<file path="config.mk">
export PLATFORM = sky130hd
export DESIGN_NAME = pp_adder_tree_acc_flat
export DESIGN_NICKNAME = d
export VERILOG_FILES = /design/src/rtl/pp_adder_tree_acc_pkg.sv /design/src/rtl/pp_adder_tree_acc_if.sv /design/src/rtl/pp_adder_tree_acc_level.sv /design/src/rtl/pp_adder_tree_acc.sv /design/src/flat_wrapper.sv
export SDC_FILE = /design/constraint.sdc
export NUM_CORES = 1
export LEC_CHECK = 0
export CAP_MARGIN = 15
export CORE_UTILIZATION = 52
export DETAILED_ROUTE_END_ITERATION = 8
export GPL_TIMING_DRIVEN = 0
export PLACE_DENSITY = 0.83
export RECOVER_POWER = 50
export SYNTH_ARGS = -nofsm -noshare
export SYNTH_HDL_FRONTEND = slang
export SYNTH_SLANG_ARGS = --single-unit
export TNS_END_PERCENT = 1
</file>
<file path="constraint.sdc">
create_clock -name clk -period 2.7 [get_ports clk]
set_input_delay 0.405 -clock clk [delete_from_list [all_inputs] [get_ports clk]]
set_output_delay 0.405 -clock clk [all_outputs]
set_load 0.005 [all_outputs]
</file>
<file path="src/rtl/pp_adder_tree_acc_pkg.sv">
// Shared constants and helpers for the SD4 MAC adder tree / accumulator datapath.
// Holds the default widths, the tree-shape helpers and the saturating add.
package sd4_mac_pkg;

    localparam int DEF_NUM_PP = 9;
    localparam int DEF_PP_W   = 16;
    localparam int DEF_ACC_W  = 24;
    localparam int DEF_LEN_W  = 8;

    typedef struct packed {
        logic signed [63:0] sum;
        logic               ovf;
    } sat_res_t;

    function automatic int clog2(input int value);
        int res;
        res = 0;
        for (int i = 0; i < 31; i++) begin
            res = ((32'sd1 <<< i) < value) ? i + 1 : res;
        end
        return res;
    endfunction

    // Operand count entering tree level k when the tree starts with n operands.
    function automatic int lvl_count(input int n, input int k);
        int r;
        r = n;
        for (int i = 0; i < k; i++) begin
            r = (r + 1) / 2;
        end
        return r;
    endfunction

    // Operands are already within the width-bit signed range, so the 64-bit sum cannot wrap.
    function automatic sat_res_t sat_add(input logic signed [63:0] a,
                                         input logic signed [63:0] b,
                                         input int                 width);
        sat_res_t           res;
        logic signed [63:0] s;
        logic signed [63:0] hi;
        logic signed [63:0] lo;
        s  = a + b;
        hi = (64'sd1 <<< (width - 1)) - 64'sd1;
        lo = -hi - 64'sd1;
        if (s > hi) begin
            res.sum = hi;
            res.ovf = 1'b1;
        end else if (s < lo) begin
            res.sum = lo;
            res.ovf = 1'b1;
        end else begin
            res.sum = s;
            res.ovf = 1'b0;
        end
        return res;
    endfunction

endpackage

</file>
<file path="src/rtl/pp_adder_tree_acc_if.sv">
// Partial-product input bus and result bus of the adder tree accumulator.
interface pp_adder_tree_acc_if
    import sd4_mac_pkg::*;
#(
    parameter int NUM_PP = DEF_NUM_PP,
    parameter int PP_W   = DEF_PP_W,
    parameter int ACC_W  = DEF_ACC_W,
    parameter int LEN_W  = DEF_LEN_W,
    parameter int SUM_W  = PP_W + clog2(NUM_PP)
);
    logic [NUM_PP*PP_W-1:0] pp_in;
    logic                   in_valid;
    logic [LEN_W-1:0]       acc_len;
    logic                   flush;
    logic signed [SUM_W-1:0] tree_sum;
    logic                   tree_valid;
    logic signed [ACC_W-1:0] acc_out;
    logic                   ovf;
    logic                   out_valid;

    modport master (
        output pp_in, in_valid, acc_len, flush,
        input  tree_sum, tree_valid, acc_out, ovf, out_valid
    );

    modport slave (
        input  pp_in, in_valid, acc_len, flush,
        output tree_sum, tree_valid, acc_out, ovf, out_valid
    );
endinterface

</file>
<file path="src/rtl/pp_adder_tree_acc_level.sv">
// One registered reduction level: adds operand pairs (2j, 2j+1), passes an odd
// leftover through sign-extended, and only loads data when the input is valid.
module adder_tree_level #(
    parameter int IN_N = 2,
    parameter int IN_W = 16
) (
    input  logic                                  clk,
    input  logic                                  rst,
    input  logic                                  in_valid_i,
    input  logic [IN_N*IN_W-1:0]                  in_data_i,
    output logic                                  out_valid_o,
    output logic [((IN_N+1)/2)*(IN_W+1)-1:0]      out_data_o
);
    localparam int OUT_N = (IN_N + 1) / 2;
    localparam int OUT_W = IN_W + 1;

    logic [OUT_N*OUT_W-1:0] data_d;
    logic [OUT_N*OUT_W-1:0] data_q;
    logic                   valid_q;

    for (genvar j = 0; j < OUT_N; j++) begin : g_op
        logic signed [IN_W-1:0] op_a_s;
        assign op_a_s = in_data_i[2*j*IN_W +: IN_W];
        if (2 * j + 1 < IN_N) begin : g_add
            logic signed [IN_W-1:0] op_b_s;
            assign op_b_s = in_data_i[(2*j+1)*IN_W +: IN_W];
            assign data_d[j*OUT_W +: OUT_W] = OUT_W'(op_a_s) + OUT_W'(op_b_s);
        end else begin : g_pass
            assign data_d[j*OUT_W +: OUT_W] = OUT_W'(op_a_s);
        end
    end

    // Level register: valid always shifts, data holds across bubbles.
    always_ff @(posedge clk or negedge rst) begin
        if (!rst) begin
            valid_q <= 1'b0;
            data_q  <= '0;
        end else begin
            valid_q <= in_valid_i;
            if (in_valid_i) begin
                data_q <= data_d;
            end
        end
    end

    assign out_valid_o = valid_q;
    assign out_data_o  = data_q;
endmodule

</file>
<file path="src/rtl/pp_adder_tree_acc.sv">
// Pipelined signed adder tree (one register per level) followed by a saturating
// group accumulator that emits one result per acc_len valid tree sums.
module pp_adder_tree_acc
    import sd4_mac_pkg::*;
#(
    parameter int NUM_PP = DEF_NUM_PP,
    parameter int PP_W   = DEF_PP_W,
    parameter int ACC_W  = DEF_ACC_W,
    parameter int LEN_W  = DEF_LEN_W
) (
    input logic               clk,
    input logic               rst,
    pp_adder_tree_acc_if.slave bus
);
    localparam int LEVELS = clog2(NUM_PP);
    localparam int SUM_W  = PP_W + LEVELS;
    localparam logic [LEN_W-1:0] LEN_ZERO = {LEN_W{1'b0}};
    localparam logic [LEN_W-1:0] LEN_ONE  = {{(LEN_W-1){1'b0}}, 1'b1};

    for (genvar k = 0; k < LEVELS; k++) begin : g_lvl
        localparam int IN_N = lvl_count(NUM_PP, k);
        localparam int IN_W = PP_W + k;
        logic                                 valid_s;
        logic [((IN_N+1)/2)*(IN_W+1)-1:0]     data_s;
        if (k == 0) begin : g_first
            adder_tree_level #(.IN_N(IN_N), .IN_W(IN_W)) u_level (
                .clk        (clk),
                .rst        (rst),
                .in_valid_i (bus.in_valid),
                .in_data_i  (bus.pp_in),
                .out_valid_o(valid_s),
                .out_data_o (data_s)
            );
        end else begin : g_next
            adder_tree_level #(.IN_N(IN_N), .IN_W(IN_W)) u_level (
                .clk        (clk),
                .rst        (rst),
                .in_valid_i (g_lvl[k-1].valid_s),
                .in_data_i  (g_lvl[k-1].data_s),
                .out_valid_o(valid_s),
                .out_data_o (data_s)
            );
        end
    end

    logic                     tree_valid_s;
    logic signed [SUM_W-1:0]  tree_sum_s;
    logic signed [ACC_W-1:0]  sum_ext_s;
    sat_res_t                 sat_s;
    logic [LEN_W-1:0]         cnt_new_s;

    logic [LEN_W-1:0]         cnt_q, cnt_d, len_q, len_d;
    logic signed [ACC_W-1:0]  acc_q, acc_d, acc_out_q, acc_out_d;
    logic                     ovf_q, ovf_d, ovf_out_q, ovf_out_d;
    logic                     out_valid_q, out_valid_d;

    assign tree_valid_s = g_lvl[LEVELS-1].valid_s;
    assign tree_sum_s   = g_lvl[LEVELS-1].data_s;
    assign sum_ext_s    = ACC_W'(tree_sum_s);

    // Accumulator next state: group start (count 0 or flush) reloads, otherwise saturating add.
    always_comb begin
        sat_s       = sat_add(64'(acc_q), 64'(sum_ext_s), ACC_W);
        cnt_new_s   = cnt_q + LEN_ONE;
        cnt_d       = cnt_q;
        len_d       = len_q;
        acc_d       = acc_q;
        ovf_d       = ovf_q;
        acc_out_d   = acc_out_q;
        ovf_out_d   = ovf_out_q;
        out_valid_d = 1'b0;
        if (tree_valid_s) begin
            if ((cnt_q == LEN_ZERO) || bus.flush) begin
                len_d     = (bus.acc_len == LEN_ZERO) ? LEN_ONE : bus.acc_len;
                acc_d     = sum_ext_s;
                ovf_d     = 1'b0;
                cnt_new_s = LEN_ONE;
            end else begin
                acc_d = ACC_W'(sat_s.sum);
                ovf_d = ovf_q | sat_s.ovf;
            end
            if (cnt_new_s == len_d) begin
                acc_out_d   = acc_d;
                ovf_out_d   = ovf_d;
                out_valid_d = 1'b1;
                cnt_d       = LEN_ZERO;
            end else begin
                cnt_d = cnt_new_s;
            end
        end else if (bus.flush) begin
            cnt_d = LEN_ZERO;
        end else begin
            cnt_d = cnt_q;
        end
    end

    // Accumulator and result registers.
    always_ff @(posedge clk or negedge rst) begin
        if (!rst) begin
            cnt_q       <= LEN_ZERO;
            len_q       <= LEN_ZERO;
            acc_q       <= '0;
            ovf_q       <= 1'b0;
            acc_out_q   <= '0;
            ovf_out_q   <= 1'b0;
            out_valid_q <= 1'b0;
        end else begin
            cnt_q       <= cnt_d;
            len_q       <= len_d;
            acc_q       <= acc_d;
            ovf_q       <= ovf_d;
            acc_out_q   <= acc_out_d;
            ovf_out_q   <= ovf_out_d;
            out_valid_q <= out_valid_d;
        end
    end

    assign bus.tree_valid = tree_valid_s;
    assign bus.tree_sum   = tree_sum_s;
    assign bus.acc_out    = acc_out_q;
    assign bus.ovf        = ovf_out_q;
    assign bus.out_valid  = out_valid_q;
endmodule

</file>
<file path="src/flat_wrapper.sv">
// flat-port wrapper written by rule: the top's interface ports become plain ports
module pp_adder_tree_acc_flat import sd4_mac_pkg::*;
#(
    parameter int NUM_PP = DEF_NUM_PP,
    parameter int PP_W   = DEF_PP_W,
    parameter int ACC_W  = DEF_ACC_W,
    parameter int LEN_W  = DEF_LEN_W
)
  (clk, rst, bus_pp_in, bus_in_valid, bus_acc_len, bus_flush, bus_tree_sum, bus_tree_valid, bus_acc_out, bus_ovf, bus_out_valid);
  pp_adder_tree_acc_if #(.NUM_PP(NUM_PP), .PP_W(PP_W), .ACC_W(ACC_W), .LEN_W(LEN_W)) bus_i ();
  input logic clk;
  input logic rst;
  input wire logic [$bits(bus_i.pp_in)-1:0] bus_pp_in;
  input wire logic [$bits(bus_i.in_valid)-1:0] bus_in_valid;
  input wire logic [$bits(bus_i.acc_len)-1:0] bus_acc_len;
  input wire logic [$bits(bus_i.flush)-1:0] bus_flush;
  output wire logic [$bits(bus_i.tree_sum)-1:0] bus_tree_sum;
  output wire logic [$bits(bus_i.tree_valid)-1:0] bus_tree_valid;
  output wire logic [$bits(bus_i.acc_out)-1:0] bus_acc_out;
  output wire logic [$bits(bus_i.ovf)-1:0] bus_ovf;
  output wire logic [$bits(bus_i.out_valid)-1:0] bus_out_valid;
  assign bus_i.pp_in = bus_pp_in;
  assign bus_i.in_valid = bus_in_valid;
  assign bus_i.acc_len = bus_acc_len;
  assign bus_i.flush = bus_flush;
  assign bus_tree_sum = bus_i.tree_sum;
  assign bus_tree_valid = bus_i.tree_valid;
  assign bus_acc_out = bus_i.acc_out;
  assign bus_ovf = bus_i.ovf;
  assign bus_out_valid = bus_i.out_valid;
  pp_adder_tree_acc #(.NUM_PP(NUM_PP), .PP_W(PP_W), .ACC_W(ACC_W), .LEN_W(LEN_W)) u_core (.clk(clk), .rst(rst), .bus(bus_i));
endmodule
</file>
# After elaboration in Yosys (flattened, before gate mapping)
# Index checks and enable logic that the tools add are counted.
classes:
  add_sub_neg: 10
  order_cmp: 2
  eq_ne: 1
  mux: 14
  n_bitwise: 1
  n_reduce_logical: 5
op_table:
  columns: ["operator", "n"]
  rows:
  - ["$add A16 B16 Y17", 4]
  - ["$mux W8", 8]
  - ["$mux W25", 2]
  - ["$add A17 B17 Y18", 2]
  - ["$add A24 B20 Y25", 1]
  - ["$gt A25 B24 Y1 const B", 1]
  - ["$lt A25 B24 Y1 const B", 1]
  - ["$mux W24", 1]
  - ["$add A19 B16 Y20", 1]
  - ["$add A18 B18 Y19", 1]
  - ["$logic_not A8 Y1", 2]
  - ["$add A8 B1 Y8 const B", 1]
  - ["$eq A8 B8 Y1", 1]
  - ["$mux W1", 3]
  - ["$reduce_and A2 Y1", 1]
  - ["$reduce_bool A2 Y1", 1]
  - ["$logic_or A1 B1 Y1", 1]
  - ["$or A1 B1 Y1", 1]
totals:
  ff_bits: 262
  inputBits: 156
  out_inout_bits: 47
  word_cells: 48

# Logic depth before layout (Yosys ltp)
depth:
  ltp_word: 7
  mapped_depth: 12
  ltp_nobuf: 11

# Modules after synthesis
# A second synthesis with hierarchy kept.
hier_totals:
  hier_cells: 1970
  area_unflattened_um2: 19008.2
by_module_without_submodules:
  columns: ["module", "instances", "cells_per_inst", "area_per_inst_um2"]
  rows:
  - ["adder_tree_level (u_core.g_lvl[0].g_first.u_level)", 1, 646, 6352.3]
  - ["pp_adder_tree_acc", 1, 537, 4872.2]
  - ["adder_tree_level (u_core.g_lvl[1].g_next.u_level)", 1, 371, 3686.0]
  - ["adder_tree_level (u_core.g_lvl[2].g_next.u_level)", 1, 221, 2347.3]
  - ["adder_tree_level (u_core.g_lvl[3].g_next.u_level)", 1, 195, 1750.4]

# Worst setup path after synthesis
# OpenSTA, ideal clock, no wires.
synth_path:
  kind: "reg-to-reg"
  startpoint: "register u_core.g_lvl[3].g_next.u_level.data_q[0]"
  endpoint: "register u_core.acc_out_q[13] (netlist: u_core.bus.acc_out[13])"
  setup_time_ns: 0.092
  arrival_time_ns: 2.691
  required_time_ns: 2.608
  slack_ns: -0.083
  stages_incl_launch_ff: 13
  path_buffers: 1
  synth_period_minus_slack_ns: 2.783
  path_cell_list: "dfrtp_1 ha_1 inv_1 fa_1 nand2b_1 a211oi_1 o21a_1 o2111ai_1 a31o_2 o21ai_2 buf_2 a21oi_1 o31ai_2"
synth_between:
  elab_chain_cells: 5
  elab_cells_between_ends: 6
  classes_between: "add/sub (1); order compare (2); mux (3)"
synth_rtl:
  columns: ["item", "line_no", "text"]
  rows:
  - ["start: declaration", "pp_adder_tree_acc_level.sv:18", "logic [OUT_N*OUT_W-1:0] data_q;"]
  - ["start signal: assignment", "pp_adder_tree_acc_level.sv:41", "data_q <= data_d;"]
  - ["$add A24 B20 Y25 (*)", "pp_adder_tree_acc_pkg.sv:42", "s = a + b;"]
  - ["$lt A25 B24 Y1", "pp_adder_tree_acc_pkg.sv:48", "end else if (s < lo) begin"]
  - ["$mux W25", "pp_adder_tree_acc_pkg.sv:48", null]
  - ["$mux W25 (*)", "pp_adder_tree_acc_pkg.sv:45", "if (s > hi) begin"]
  - ["$mux W24 (*)", "pp_adder_tree_acc.sv:73", "if ((cnt_q == LEN_ZERO) || bus.flush) begin"]
  - ["end signal: assignment", "pp_adder_tree_acc.sv:112", "acc_out_q <= acc_out_d;"]
  - ["end: declaration", "pp_adder_tree_acc.sv:53", "logic signed [ACC_W-1:0] acc_q, acc_d, acc_out_q, acc_out_d;"]
# Every way passes the cells marked *; elsewhere a longest branch is shown, timed or not.
# A chain may end at the register's enable or synchronous reset.

# Worst setup path after layout
layout_path:
  startpoint: "register u_core.g_lvl[3].g_next.u_level.data_q[11]"
  endpoint: "register u_core.acc_q[2]"
layout_between:
  elab_chain_cells: 5
  elab_cells_between_ends: 6
  classes_between: "add/sub (1); order compare (2); mux (3)"
layout_rtl:
  columns: ["item", "line_no", "text"]
  rows:
  - ["$add A24 B20 Y25 (*)", "pp_adder_tree_acc_pkg.sv:42", null]
  - ["$lt A25 B24 Y1", "pp_adder_tree_acc_pkg.sv:48", null]
  - ["$mux W25", "pp_adder_tree_acc_pkg.sv:48", null]
  - ["$mux W25 (*)", "pp_adder_tree_acc_pkg.sv:45", null]
  - ["$mux W24 (*)", "pp_adder_tree_acc.sv:73", null]
  - ["end signal: assignment", "pp_adder_tree_acc.sv:102", "acc_q <= '0;"]
  - ["end signal: assignment", "pp_adder_tree_acc.sv:110", "acc_q <= acc_d;"]
  - ["end: declaration", "pp_adder_tree_acc.sv:53", null]
# Marks and branches as above.

==> impl_metrics.toml <==
[worst_setup_path]
crit_type = "flip-flop to flip-flop"
required_ps = 3110
worstSetupEndpointType = "flip-flop"
cp_max_fo = 5
worst_setup_path_start_kind = "flip-flop"
cp.arrival_ps = 3350

[timing]
post-route-period-util_pct = 108.8
grt_setup_unrepaired = "yes"
period_minus_slack_ps = 2939
setup_viol = 49
final_max_slew_viol_count = 59
finalClockSkew_ps = 15.91
hold_violations = 0
maxSlewHeadroom_pct = -1.529
worst_pin_slew_ps = 1523
worst_slack_ps = -238.7
fmax_mhz = 340.3
hold_ws_ps = 375.3

[synthesis]
ys_ff_latch = 262
syn_area_mm2 = 0.01754
ys_warn_count = 0
synthesis.nets = 2092
synth.top_cell.area_share_pct = 37.38
synth_area_leader_cell = "dfrtp_1"
ys.flop_type = "dfrtp_1"
yosys-top-cells-count = "dfrtp_1, ha_1, mux2_2"
synthTopCellsByArea = "dfrtp_1, ha_1, mux2_2"
postSynthCellCount = 1766
synth_most_common_cell = "dfrtp_1"
yosysSeqAreaShare_pct = 37.38
syn_area_per_cell_um2 = 9.932
synth_enable_flop_cells = 0
postSynth.asyncResetShare_pct = 100.0
synth.distinct_cells = 76

[floorplan]
die_y_um = 185.7
start_util_pct = 53.37
rows = 66
die_w_um = 185.7
die-area_mm2 = 0.03447
core-area_mm2 = 0.03287
ioPinCount = 203

[clock_tree]
clk_path_buf_depth = 3
clk_pin_slew_ps = 60
cts_tree = "built"
worstSkewPairLatency_ps = 560
cts-htree-levels = 1
cts_made_buffers = 29
cts_root_buf = "clkbuf_16"
cts.sinks = 262

[grt]
grt_util_all_layers_pct = 26.22
grt_pass1_vias = 14580
grt_max_degree = 130
overflow = 0
antenna_found_initial = 0
grt_first_pass_wirelength_um = 72640

[place]
hpwl_um = 34330
place_ws_ps = -664.6
routabilityCongestion = 0.8742
dpl_cell_area_mm2 = 0.02019
port_buffers = 202

[route]
wl_um = 45610
drtPass1Iterations = 5
via_count = 14800
ant_nets = 0
first_iter_violations = 936
wire_per_inst_um = 18.33
detail_route.drc_violations = 0
via_per_inst = 5.950

[layout]
antennaDiodeCount = 0
utilization_pct = 67.17
fillers = 2491
drive_gt1_share_pct = 18.04
nNetsFinal = 2350
syn2layout_area_growth_pct = 25.87
fin_area_mm2 = 0.02208

[run_status]
status = "finished, violations left"
violations = "capacitance limit, slew limit, setup timing"

[power]
p_leak_nw = 9.394
irDropWorstVdd_uv = 719.0
power_density_mw_per_mm2 = 1143

[job]
maxCapViolCount = 1

[min_path]
hold_class = "flip-flop to flip-flop"
placed cells by master (no fill, tap or decap), types with 10 or more instances in the layout:
master	count
a21oi_1	91
and2_1	11
o31ai_2	10
a31oi_1	15
a21o_1	40
o21ai_1	12
and3_1	12
ha_4	11
nor3_1	36
or3_1	16
o2111ai_1	10
o31ai_1	30
clkbuf_1	40
nor2b_1	22
o2bb2ai_1	16
dfrtp_1	253
a211oi_1	15
o21a_1	16
o211ai_1	15
a21oi_4	10
o21ai_0	84
xor2_1	29
nor2_1	110
ha_1	144
a21oi_2	13
nand2_1	110
clkdlybuf4s50_1	200
xnor2_1	88
inv_1	78
mux2_2	144
nand4_1	12
buf_4	20
nand3b_1	18
clkbuf_16	29
nand3_1	30
nand2b_1	18
final timing paths:
kind,depth (start not counted),to,startpoint,slack (ps)
max in group asynchronous,3,u_core.g_lvl[3].g_next.u_level.out_data_o[1]$_DFFE_PN0P_,rst,310
setup reg to reg,11,u_core.acc_q[2]$_DFFE_PN0P_,u_core.g_lvl[3].g_next.u_level.out_data_o[11]$_DFFE_PN0P_,-240
hold / removal,0,u_core.g_lvl[3].g_next.u_level.out_valid_o$_DFF_PN0_,u_core.g_lvl[2].g_next.u_level.out_valid_o$_DFF_PN0_,380
hold reg to reg,0,u_core.g_lvl[3].g_next.u_level.out_valid_o$_DFF_PN0_,u_core.g_lvl[2].g_next.u_level.out_valid_o$_DFF_PN0_,380
min in group asynchronous,2,u_core.len_q[7]$_DFFE_PN0P_,rst,760
setup / recovery,11,u_core.acc_q[2]$_DFFE_PN0P_,u_core.g_lvl[3].g_next.u_level.out_data_o[11]$_DFFE_PN0P_,-240
cells by family (layout without fill, tap and decap cells):
group / count (synthesis) / after routing / share of synthesized area, %
compound gates: 484 / 484 / 18.71
flops: 262 / 262 / 37.38
buf+inv: 136 / 416 / 3.132
mux: 150 / 150 / 9.588
xor+xnor: 117 / 117 / 5.842
simple gates: 447 / 447 / 12.83
fa+ha+maj: 170 / 170 / 12.51
layout make-up:
| class | instances | area, um2 | share of cell area (%) |
|---|---|---|---|
| Clock buffer | 40 | 807.0 | 3.656 |
| Buffer | 54 | 282.8 | 1.281 |
| Clock inverter | 13 | 239.0 | 1.083 |
| Timing Repair Buffer | 229 | 2291 | 10.38 |
| Tap cell | 442 | 553.0 | 2.505 |
| Multi-Input combinational cell | 1368 | 11030 | 49.98 |
| Inverter | 80 | 302.8 | 1.372 |
| Sequential cell | 262 | 6568 | 29.75 |
timing repair:
item,4_1_cts,5_1_grt
pin swaps,30,25
buffers inserted,12,9
hold buffers,1,0
endpoints found under the setup margin,79,85
cloned,3,0
resized for setup,85,65
endpoints found under the hold margin,57,0
metal layers:
metal  routed length (um)  share of wire (%)  GRT usage [%]  up-vias
li1                     -                  -              -     7036
met1                18790                 41          32.24     7178
met2                22820                 50          47.12      486
met3                 2142                4.7          2.700      103
met4                 1864                4.1          10.10        0
met5                    0                  0              0        -
flip-flops by register name (all words and copies together), names as in the netlist:
register                                  count
u_core.g_lvl.g_next.u_level.out_data_o      107
u_core.g_lvl.g_first.u_level.out_data_o      84
u_core.acc_q                                 24
u_core.bus.acc_out                           24
u_core.cnt_q                                  8
u_core.len_q                                  8
u_core.g_lvl.g_next.u_level.out_valid_o       3
u_core.bus.out_valid                          1
u_core.bus.ovf                                1
u_core.g_lvl.g_first.u_level.out_valid_o      1
u_core.ovf_q                                  1
metrics by stage:
step	TNS, ps	std cells	power, mW
floorplan	-7.864	1766	14.87
global placement	-2533530	2410	18.00
detailed placement	-40400	2412	18.39
CTS	-4001	2480	24.17
global route	-16560	2488	26.85
finish	-5437	2488	25.24
power breakdown:
| group | total (mW) | leakage (nW) | switching [mW] | internal, mW |
|---|---|---|---|---|
| clock network | 4.31 | 0.511 | 1.64 | 2.67 |
| registers | 6.38 | 3.13 | 1.19 | 5.19 |
| logic | 14.5 | 5.75 | 7.63 | 6.91 |
| total | 25.2 | 9.39 | 10.5 | 14.8 |
worst max-delay path, cell delays in order (launching register included):
cell and delay, ps:
dfrtp_2 490, ha_4 290, a21o_1 180, a21oi_1 310, o21a_1 260, nand4b_1 200
a31o_2 220, o21ai_4 60, buf_6 140, buf_4 140, a31oi_1 340, o2bb2ai_1 150
No activity file was read; power rests on OpenSTA's default activity.
